## src/rtl/mips_pkg.sv

```systemverilog
// Shared types and constants for the multicycle control unit and its decoder.
package mips_pkg;

  typedef enum logic [2:0] {
    StFetch  = 3'd0,
    StDecode = 3'd1,
    StExec   = 3'd2,
    StWb     = 3'd3,
    StTrap   = 3'd4
  } state_e;

  typedef enum logic [1:0] {
    CauseNone    = 2'b00,
    CauseIllegal = 2'b01,
    CauseTimeout = 2'b10
  } trap_cause_e;

  localparam logic [11:0] ALU_CTRL_INVALID = 12'hFFF;

  localparam logic [5:0] OP_RTYPE = 6'h00;
  localparam logic [5:0] OP_ADDIU = 6'h09;
  localparam logic [5:0] OP_ANDI  = 6'h0C;
  localparam logic [5:0] OP_ORI   = 6'h0D;
  localparam logic [5:0] OP_LUI   = 6'h0F;
  localparam logic [5:0] OP_SW    = 6'h2B;

  localparam logic [5:0] FN_ADDU  = 6'h21;

  // Immediate-format ops carry no func field, so the low half of the control word is zero.
  function automatic logic [11:0] imm_ctrl(input logic [5:0] opcode);
    return {opcode, 6'b000000};
  endfunction

endpackage

```

## src/rtl/multicycle_ctrl_decoder.sv

```systemverilog
// Combinational instruction decoder: opcode/func to ALU control word and register write enable.
module multicycle_ctrl_decoder
  import mips_pkg::*;
(
  input  logic [5:0]  opcode_i,
  input  logic [5:0]  func_i,
  output logic [11:0] alu_ctrl_o,
  output logic        write_reg_o
);

  always_comb begin
    alu_ctrl_o  = ALU_CTRL_INVALID;
    write_reg_o = 1'b0;
    case (opcode_i)
      OP_ADDIU, OP_ANDI, OP_ORI, OP_LUI: begin
        alu_ctrl_o  = imm_ctrl(opcode_i);
        write_reg_o = 1'b1;
      end
      OP_SW: begin
        alu_ctrl_o  = imm_ctrl(opcode_i);
        write_reg_o = 1'b0;
      end
      OP_RTYPE: begin
        // Only non-trapping addu is supported; overflow-trapping add and the rest are illegal.
        if (func_i == FN_ADDU) begin
          alu_ctrl_o  = {OP_RTYPE, func_i};
          write_reg_o = 1'b1;
        end
      end
      default: begin
        alu_ctrl_o  = ALU_CTRL_INVALID;
        write_reg_o = 1'b0;
      end
    endcase
  end

endmodule

```

## src/rtl/multicycle_ctrl.sv

```systemverilog
// Multicycle FETCH/DECODE/EXEC/WB controller with sticky trap on illegal opcode or fetch timeout.
module multicycle_ctrl
  import mips_pkg::*;
#(
  parameter int unsigned FETCH_TIMEOUT = 16
) (
  input  logic        clk,
  input  logic        rst,
  output logic        imem_req,
  input  logic        imem_ack,
  input  logic [31:0] instr,
  output logic [31:0] ir,
  output logic        pc_en,
  output logic        reg_we,
  output logic [11:0] alu_ctrl,
  output logic [2:0]  state,
  output logic        trap,
  output logic [1:0]  trap_cause,
  output logic [31:0] retired
);

  localparam logic [7:0] WaitLast = 8'(FETCH_TIMEOUT - 1);

  state_e      state_q, state_d;
  trap_cause_e trap_cause_q, trap_cause_d;
  logic [31:0] ir_q, ir_d;
  logic [11:0] alu_ctrl_q, alu_ctrl_d;
  logic        write_reg_q, write_reg_d;
  logic [31:0] retired_q, retired_d;
  logic [7:0]  wait_q, wait_d;

  logic [11:0] dec_alu_ctrl;
  logic        dec_write_reg;

  multicycle_ctrl_decoder u_decoder (
    .opcode_i    (ir_q[31:26]),
    .func_i      (ir_q[5:0]),
    .alu_ctrl_o  (dec_alu_ctrl),
    .write_reg_o (dec_write_reg)
  );

  always_comb begin
    state_d      = state_q;
    trap_cause_d = trap_cause_q;
    ir_d         = ir_q;
    alu_ctrl_d   = alu_ctrl_q;
    write_reg_d  = write_reg_q;
    retired_d    = retired_q;
    wait_d       = wait_q;
    unique case (state_q)
      StFetch: begin
        if (imem_ack) begin
          ir_d    = instr;
          state_d = StDecode;
        end else if (wait_q == WaitLast) begin
          state_d      = StTrap;
          trap_cause_d = CauseTimeout;
        end else begin
          wait_d = wait_q + 8'd1;
        end
      end
      StDecode: begin
        alu_ctrl_d  = dec_alu_ctrl;
        write_reg_d = dec_write_reg;
        if (dec_alu_ctrl == ALU_CTRL_INVALID) begin
          state_d      = StTrap;
          trap_cause_d = CauseIllegal;
        end else begin
          state_d = StExec;
        end
      end
      StExec: begin
        // Count on entry to WB so the new total is visible during WB itself.
        retired_d = retired_q + 32'd1;
        state_d   = StWb;
      end
      StWb: begin
        wait_d  = 8'd0;
        state_d = StFetch;
      end
      StTrap: begin
        state_d = StTrap;
      end
      default: begin
        state_d = StTrap;
      end
    endcase
  end

  always_ff @(posedge clk) begin
    if (rst) begin
      state_q      <= StFetch;
      trap_cause_q <= CauseNone;
      ir_q         <= 32'd0;
      alu_ctrl_q   <= ALU_CTRL_INVALID;
      write_reg_q  <= 1'b0;
      retired_q    <= 32'd0;
      wait_q       <= 8'd0;
    end else begin
      state_q      <= state_d;
      trap_cause_q <= trap_cause_d;
      ir_q         <= ir_d;
      alu_ctrl_q   <= alu_ctrl_d;
      write_reg_q  <= write_reg_d;
      retired_q    <= retired_d;
      wait_q       <= wait_d;
    end
  end

  assign imem_req   = (state_q == StFetch);
  assign pc_en      = (state_q == StWb);
  assign reg_we     = (state_q == StWb) && write_reg_q;
  assign trap       = (state_q == StTrap);
  assign state      = state_q;
  assign trap_cause = trap_cause_q;
  assign ir         = ir_q;
  assign alu_ctrl   = alu_ctrl_q;
  assign retired    = retired_q;

endmodule

```

## config.mk

```make
export PLATFORM = sky130hd
export DESIGN_NAME = multicycle_ctrl
export DESIGN_NICKNAME = d
export VERILOG_FILES = /design/src/rtl/mips_pkg.sv /design/src/rtl/multicycle_ctrl_decoder.sv /design/src/rtl/multicycle_ctrl.sv
export SDC_FILE = /design/constraint.sdc
export NUM_CORES = 1
export LEC_CHECK = 0
export ABC_AREA = 1
export ABC_CLOCK_PERIOD_IN_PS = 2100
export CORE_MARGIN = 5
export CORE_UTILIZATION = 40
export CTS_CLUSTER_DIAMETER = 30
export CTS_CLUSTER_SIZE = 28
export DETAILED_ROUTE_END_ITERATION = 7
export PLACE_DENSITY_LB_ADDON = 0.2
export SLEW_MARGIN = 0
export SYNTH_ARGS = -nofsm -noshare
export SYNTH_HDL_FRONTEND = slang
export SYNTH_SLANG_ARGS = --single-unit
```

## constraint.sdc

```tcl
create_clock -name clk -period 2.1 [get_ports clk]
set_input_delay 0.525 -clock clk [delete_from_list [all_inputs] [get_ports clk]]
set_output_delay 0.525 -clock clk [all_outputs]
set_load 0.01 [all_outputs]
```

==> load_flow_metrics.sql, run 1 <==
INSERT INTO impl_metrics (metric_group, metric, value, unit) VALUES
('synthesis', 'synthTopCellsByArea', 'sky130_fd_sc_hd__dfxtp_1 44%, sky130_fd_sc_hd__nand2_1 13%, sky130_fd_sc_hd__a21oi_1 7.8%, sky130_fd_sc_hd__nor2_1 6.6%, sky130_fd_sc_hd__nand3_1 5.5%', ''),
('clocking', 'cts-buffers-inserted', '9', ''),
('synthesis', 'netlist.top_cell.by_area', 'sky130_fd_sc_hd__dfxtp_1', ''),
('setup_path', 'critical_path.slowest_cell', 'sky130_fd_sc_hd__dfxtp_1', ''),
('synthesis', 'synthDominantCellAreaShare', '44.1', '%'),
('setup_path', 'path_cells', 'inv_1 > nor3_4 > inv_2 > nor2_1 > dlygate4sd2_1', ''),
('floorplan', 'die_h', '111', 'microns'),
('detailed_routing', 'route.met3.wl', '411', 'microns'),
('floorplan', 'pin_count', '120', ''),
('run', 'max_cap_viol_count', '0', ''),
('setup_path', 'critPathKind', 'reg -> out', ''),
('global_route', 'maximum_number_of_pins_on_one_net_before_global_route_repair', '46', ''),
('placement', 'placement.cell_area', '5440', 'sq um'),
('detailed_routing', 'detail-route-antenna-nets', '0', ''),
('clocking', 'clock_pin_slew_on_the_worst_setup_and_hold_paths', '90', 'ps'),
('setup_path', 'worst-endpoint-arrival', '1410', 'ps'),
('setup_path', 'critical_path.max_fanout', '3', ''),
('clocking', 'h-tree-depth', '3', ''),
('placement', 'place_worst_setup_slack', '140', 'ps'),
('timing', 'timing.clock.skew', '8.84', 'ps'),
('global_route', 'grt_overflow_total', '0', ''),
('pwr', 'cellLeakagePower', '2.19', 'nW'),
('finish', 'finalInstanceArea', '5640', 'sq um'),
('floorplan', 'placeableCoreArea', '9860', 'sq um'),
('setup_path', 'setup.worst_path.start_class', 'register', ''),
('setup_path', 'critical-path-max-stage-delay', '340', 'ps'),
('clocking', 'clk_path_buf_depth', '2', ''),
('finish', 'post_route_cells_drive_above_1_share', '9.00', '%'),
('clocking', 'tritoncts_num_sinks', '90', ''),
('finish', 'finish.net_count', '743', ''),
('floorplan', 'initial_core_util', '41.4', '%'),
('timing', 'final-setup-viol-count', '0', ''),
('detailed_routing', 'dr_total_vias', '4086', ''),
('outcome', 'run_status', 'finished, final reports clean', ''),
('finish', 'syn_to_final_growth', '38.2', '%'),
('global_route', 'grt_pass1_vias', '3934', ''),
('synthesis', 'syn_nets', '618', ''),
('clocking', 'tritoncts', 'yes', ''),
('floorplan', 'chipWidth', '111', 'microns'),
('finish', 'fillCellCount', '919', ''),
('setup_path', 'worst_path_dominant_cell_family', 'buffers and inverters', ''),
('timing', 'finalWorstSetupSlack', '162', 'ps'),
('global_route', 'total_track_usage', '17.7', '%'),
('synthesis', 'synth.distinct_cells', '36', ''),
('setup_path', 'path_buf_inv', '3', ''),
('setup_path', 'worst_setup_path_end_kind', 'output pin', ''),
('timing', 'final-hold-violation-count', '0', ''),
('min_path', 'worstHoldPathType', 'reg -> reg', ''),
('placement', 'gp_routability_congestion', '0.813', ''),
('detailed_routing', 'count_of_unresolved_drc_violations_after_routing', '0', ''),
('floorplan', 'placement_rows', '36', ''),
('timing', 'unrepaired_setup_endpoints_after_global_routing', 'no', ''),
('synthesis', 'synth_area_per_cell', '7.02', 'sq um'),
('synthesis', 'async_flop_share', '0', '%'),
('detailed_routing', 'drt-vias-per-instance', '4.84', ''),
('pwr', 'ir_drop', '0.000312', 'V'),
('synthesis', 'combined_area_of_all_synthesized_cells', '4080', 'sq um'),
('timing', 'worst-slew-pin-transition', '497', 'ps'),
('synthesis', 'synth-edff-count', '0', ''),
('detailed_routing', 'initial_drc_count', '222', ''),
('detailed_routing', 'totalWireLength', '11100', 'microns'),
('setup_path', 'worstPathRequired', '1570', 'ps'),
('detailed_routing', 'detailedRoute.firstPassIterationCount', '4', ''),
('detailed_routing', 'maxUsedRoutingLayer', 'met4', ''),
('timing', 'timing_max_transition_violations_final', '0', ''),
('finish', 'post-route-util', '57.2', '%'),
('synthesis', 'synth-seq-area-share', '44.1', '%'),
('clocking', 'cts_root_buffer', 'sky130_fd_sc_hd__clkbuf_8', ''),
('pwr', 'pwr_density_cell', '621', 'nW/um^2'),
('detailed_routing', 'drt-wirelength-per-cell', '13.2', 'microns'),
('clocking', 'holdBufCountCts', '0', '');
==> tightest hold or removal path: stages, from the launching register on <==
cell,delay (ps)
sky130_fd_sc_hd__dfxtp_1,320
sky130_fd_sc_hd__nand2_1,60
sky130_fd_sc_hd__nand2_1,40
==> worst paths after layout <==
check | from | end | slack, ps | cells after the start
worst min register to register | alu_ctrl[0]$_SDFFE_PP1P_ | alu_ctrl[0]$_SDFFE_PP1P_ | 450 | 2
worst max-delay path | state[1]$_SDFFE_PP0P_ | reg_we | 160 | 5
worst min-delay path | alu_ctrl[0]$_SDFFE_PP1P_ | alu_ctrl[0]$_SDFFE_PP1P_ | 450 | 2
worst max register to register | state[0]$_SDFFE_PP0P_ | retired[29]$_SDFFE_PP0N_ | 330 | 9
==> repair_timing <==
action                                  CTS  global route
resized for setup                         6             0
endpoints found under the setup margin    4             0
buffers inserted                          2             0
==> cell families (layout without fill, tap and decap cells) <==
logic type	count (synthesis)	count (layout)	synth area share (%)
DFF	90	90	44.1
xor gates and xnor gates	4	4	0.858
AOI/OAI and AO/OA	100	100	12.8
and+or+nand+nor	301	301	33.3
adders and majority gates	2	2	0.613
buffers and inverters	84	214	8.31
==> placed cells by master, fill, tap and decap left out, types with 2 or more instances in the layout <==
cell                              netlist  layout
sky130_fd_sc_hd__inv_4                  2       2
sky130_fd_sc_hd__nor3_1                 8       8
sky130_fd_sc_hd__o22ai_1                4       4
sky130_fd_sc_hd__nor3_2                 3       2
sky130_fd_sc_hd__inv_1                 53      53
sky130_fd_sc_hd__xor2_1                 4       4
sky130_fd_sc_hd__nand3_1               45      45
sky130_fd_sc_hd__nand2_2                4       4
sky130_fd_sc_hd__nor2_1                72      72
sky130_fd_sc_hd__dfxtp_1               90      89
sky130_fd_sc_hd__buf_4                  1      15
sky130_fd_sc_hd__nand4_1                9       9
sky130_fd_sc_hd__nand3_2                2       2
sky130_fd_sc_hd__nor2_2                 7       7
sky130_fd_sc_hd__a21oi_1               64      64
sky130_fd_sc_hd__o21ai_1               18      18
sky130_fd_sc_hd__o21ai_0               10      10
sky130_fd_sc_hd__inv_2                  7       7
sky130_fd_sc_hd__clkinvlp_4             0       4
sky130_fd_sc_hd__dlygate4sd2_1          0       4
sky130_fd_sc_hd__clkinv_1               2       2
sky130_fd_sc_hd__nor2_4                 3       3
sky130_fd_sc_hd__ha_1                   2       2
sky130_fd_sc_hd__nand3b_1               4       4
sky130_fd_sc_hd__clkdlybuf4s50_1        0     115
sky130_fd_sc_hd__nand2_1              138     138
sky130_fd_sc_hd__clkbuf_8               0      10
==> sequential cells by signal (all words and copies together) (netlist names) <==
signal	cells
ir	32
retired	32
alu_ctrl	12
wait_q	8
state	3
trap_cause	2
write_reg_q	1
==> per-stage QoR <==
step                      hold slack (ps)  power (mW)  cells
after floorplan                       440        2.15    581
after detailed placement              442        2.46    826
after CTS                             458        3.55    844
final                                 455        3.50    844
after global placement                439        2.44    826
after global routing                  484        3.69    844
==> power breakdown <==
part	leakage, nW	internal [mW]	switching [mW]
combinational	1.38	0.284	0.294
clock	0.0782	0.468	0.623
sequential	0.733	1.78	0.0508
==> layer usage <==
metal | track usage [%] | up-vias
met2 | 31.1 | 80
met5 | 0 | -
li1 | - | 2124
met3 | 3.17 | 23
met1 | 21.2 | 1859
met4 | 7.79 | 0
==> area by class of cell <==
| cell class | instances | area [sq um] | share of cell area (%) |
|---|---|---|---|
| timing repair buffer | 134 | 1300 | 23.0 |
| tap | 133 | 166 | 2.95 |
| multi-input combinational | 407 | 1950 | 34.5 |
| inverter | 64 | 245 | 4.35 |
| clock inverter | 5 | 38.8 | 0.688 |
| clock buffer | 11 | 141 | 2.51 |
| sequential | 90 | 1800 | 32.0 |
No activity file was read; power rests on OpenSTA's default activity.
==> inputs of run 2 (changes only) <==
--- a/config.mk
+++ b/config.mk
@@ -12,6 +12,7 @@
 export CTS_CLUSTER_DIAMETER = 30
 export CTS_CLUSTER_SIZE = 28
 export DETAILED_ROUTE_END_ITERATION = 7
+export GPL_ROUTABILITY_DRIVEN = 0
 export PLACE_DENSITY_LB_ADDON = 0.2
 export SLEW_MARGIN = 0
 export SYNTH_ARGS = -nofsm -noshare
==> results of run 2 <==
The final DEF is identical to that of run 1; final timing and power are the same.
==> inputs of run 3 (changes only) <==
--- a/config.mk
+++ b/config.mk
@@ -13,7 +13,7 @@
 export CTS_CLUSTER_SIZE = 28
 export DETAILED_ROUTE_END_ITERATION = 7
 export GPL_ROUTABILITY_DRIVEN = 0
-export PLACE_DENSITY_LB_ADDON = 0.2
+export PLACE_DENSITY = 0.69
 export SLEW_MARGIN = 0
 export SYNTH_ARGS = -nofsm -noshare
 export SYNTH_HDL_FRONTEND = slang
==> load_flow_metrics.sql, run 3 (synthesis results as in run 1) <==
INSERT INTO impl_metrics (metric_group, metric, value, unit) VALUES
('outcome', 'run_status', 'finished, final reports clean', ''),
('finish', 'syn_to_final_growth', '38.7', '%'),
('global_route', 'grt_antenna_before_repair', '0', ''),
('global_route', 'maximum_number_of_pins_on_one_net_before_global_route_repair', '46', ''),
('detailed_routing', 'drt-vias-per-instance', '4.89', ''),
('setup_path', 'worst-endpoint-arrival', '1440', 'ps'),
('run', 'max_cap_viol_count', '0', ''),
('clocking', 'clk_latency', '340', 'ps'),
('pwr', 'post-layout-total-power', '3.61', 'mW'),
('finish', 'multiInputGateArea', '1950', 'sq um'),
('setup_path', 'path_buf_inv', '3', ''),
('floorplan', 'design.die.area', '12300', 'sq um'),
('timing', 'unrepaired_setup_endpoints_after_global_routing', 'no', ''),
('setup_path', 'critical_path.max_fanout', '3', ''),
('placement', 'buffer_ports.inserted', '119', ''),
('finish', 'final_cell_mix', '138 x sky130_fd_sc_hd__nand2_1, 115 x sky130_fd_sc_hd__clkdlybuf4s50_1, 89 x sky130_fd_sc_hd__dfxtp_1', ''),
('finish', 'final-seq-area', '1800', 'sq um'),
('placement', 'dp_cells', '826', ''),
('detailed_routing', 'dr_total_vias', '4123', ''),
('finish', 'final_cell_count_no_fill', '843', ''),
('finish', 'layout.cells.most_common', 'sky130_fd_sc_hd__nand2_1', ''),
('timing', 'hold-worst-slack', '460', 'ps'),
('setup_path', 'critPathKind', 'reg -> out', ''),
('clocking', 'clk_path_buf_depth', '2', ''),
('detailed_routing', 'totalWireLength', '11200', 'microns'),
('detailed_routing', 'detailedRoute.firstPassIterationCount', '5', ''),
('global_route', 'grt_overflow_total', '0', ''),
('setup_path', 'critical_path.slowest_cell', 'sky130_fd_sc_hd__dfxtp_1', ''),
('min_path', 'worstHoldPathType', 'reg -> reg', ''),
('floorplan', 'placement_rows', '36', ''),
('timing', 'slew_headroom', '65.6', '%'),
('global_route', 'grt_pass1_vias', '4023', ''),
('timing', 'achievable-frequency', '509', 'MHz'),
('detailed_routing', 'detail-route-antenna-nets', '0', ''),
('placement', 'hpwlAfterDp', '8410', 'microns'),
('timing', 'worst-slew-pin-transition', '514', 'ps'),
('finish', 'post_route_cells_drive_above_1_share', '8.73', '%'),
('clocking', 'tritoncts', 'yes', ''),
('finish', 'n_antenna_cell', '0', ''),
('setup_path', 'path_cells', 'inv_1 > nor3_4 > inv_2 > nor2_1 > dlygate4sd2_1', ''),
('timing', 'final-setup-viol-count', '0', ''),
('clocking', 'cts-buffers-inserted', '9', ''),
('clocking', 'h-tree-depth', '3', ''),
('timing', 'period_share', '93.5', '%'),
('floorplan', 'placeableCoreArea', '9860', 'sq um'),
('timing', 'timing.clock.skew', '15.8', 'ps'),
('pwr', 'pwr_density_cell', '637', 'nW/um^2'),
('floorplan', 'chipWidth', '111', 'microns'),
('pwr', 'ir_drop', '0.000445', 'V'),
('detailed_routing', 'count_of_unresolved_drc_violations_after_routing', '0', ''),
('finish', 'finish.net_count', '742', ''),
('clocking', 'cts_root_buffer', 'sky130_fd_sc_hd__clkbuf_8', ''),
('setup_path', 'critical-path-max-stage-delay', '350', 'ps'),
('timing', 'timing_max_transition_violations_final', '0', ''),
('detailed_routing', 'drt-wirelength-per-cell', '13.3', 'microns'),
('detailed_routing', 'initial_drc_count', '214', ''),
('pwr', 'cellLeakagePower', '2.20', 'nW'),
('timing', 'timing.setup.tns', '0', 'ps'),
('global_route', 'grt_pass1_wl', '19200', 'microns'),
('timing', 'finalCriticalPeriod', '1960', 'ps'),
('clocking', 'tritoncts_num_sinks', '90', ''),
('clocking', 'clock_pin_slew_on_the_worst_setup_and_hold_paths', '90', 'ps'),
('setup_path', 'worst_setup_path_end_kind', 'output pin', ''),
('setup_path', 'setup.worst_path.start_class', 'register', ''),
('floorplan', 'initial_core_util', '41.4', '%'),
('finish', 'fillCellCount', '930', ''),
('setup_path', 'worstPathRequired', '1570', 'ps'),
('global_route', 'total_track_usage', '18.2', '%'),
('setup_path', 'worst_path_dominant_cell_family', 'buffers and inverters', ''),
('floorplan', 'pin_count', '120', ''),
('floorplan', 'die_h', '111', 'microns'),
('timing', 'final-hold-violation-count', '0', '');
[run 3: cell type report]
class,instances,area share (%)
Tap cell,133,2.94
Clock buffer,12,2.56
Inverter,64,4.33
Sequential cell,90,31.8
Timing Repair Buffer,133,23.0
Clock inverter,4,0.906
Multi-Input combinational cell,407,34.4
[run 3: power breakdown]
part / total [mW] / switching (mW) / internal, mW
Combinational: 0.579 / 0.292 / 0.287
Sequential: 1.83 / 0.0498 / 1.78
Clock: 1.20 / 0.611 / 0.586
Total: 3.61 / 0.952 / 2.66
[run 3: worst register-to-register path, delay by kind of cell, from the launching register on]
family | cells | cell delay (ps)
AOI/OAI and AO/OA | 1 | 50
buffers and inverters | 4 | 750
DFF | 1 | 360
and+or+nand+nor | 4 | 550
[run 3: timing repair]
item / CTS / global route
setup endpoints to repair: 4 / 2
hold buffers: 0 / 0
buffers inserted: 0 / 1
gates resized for setup: 6 / 1
pin swaps: 0 / 1
cloned: 0 / 0
[run 3: final timing paths]
path | startpoint | to | slack [ps] | depth (start not counted)
max | state[1]$_SDFFE_PP0P_ | reg_we | 140 | 5
min | alu_ctrl[0]$_SDFFE_PP1P_ | alu_ctrl[0]$_SDFFE_PP1P_ | 460 | 2
max reg2reg | state[2]$_SDFFE_PP0P_ | ir[12]$_SDFFE_PP0P_ | 260 | 9
min reg2reg | alu_ctrl[0]$_SDFFE_PP1P_ | alu_ctrl[0]$_SDFFE_PP1P_ | 460 | 2
[run 3: through the flow]
step	cell area (sq um)	setup slack, ps	util, %
final	5660	137	57.4
after global routing	5660	21.7	57.4
after CTS	5650	93.8	57.3
after detailed placement	5460	132	55.3
after global placement	5460	172	55.3
after floorplan	4080	491	-
[run 3: metal layers]
layer / up-vias / track usage, % / share of wire [%] / wire length, microns
li1: 2128 / - / - / -
met1: 1881 / 23.3 / 46 / 5120
met2: 102 / 31.4 / 48 / 5380
met3: 12 / 4.04 / 4.5 / 507
met4: 0 / 4.22 / 1.4 / 161
met5: - / 0 / 0 / 0
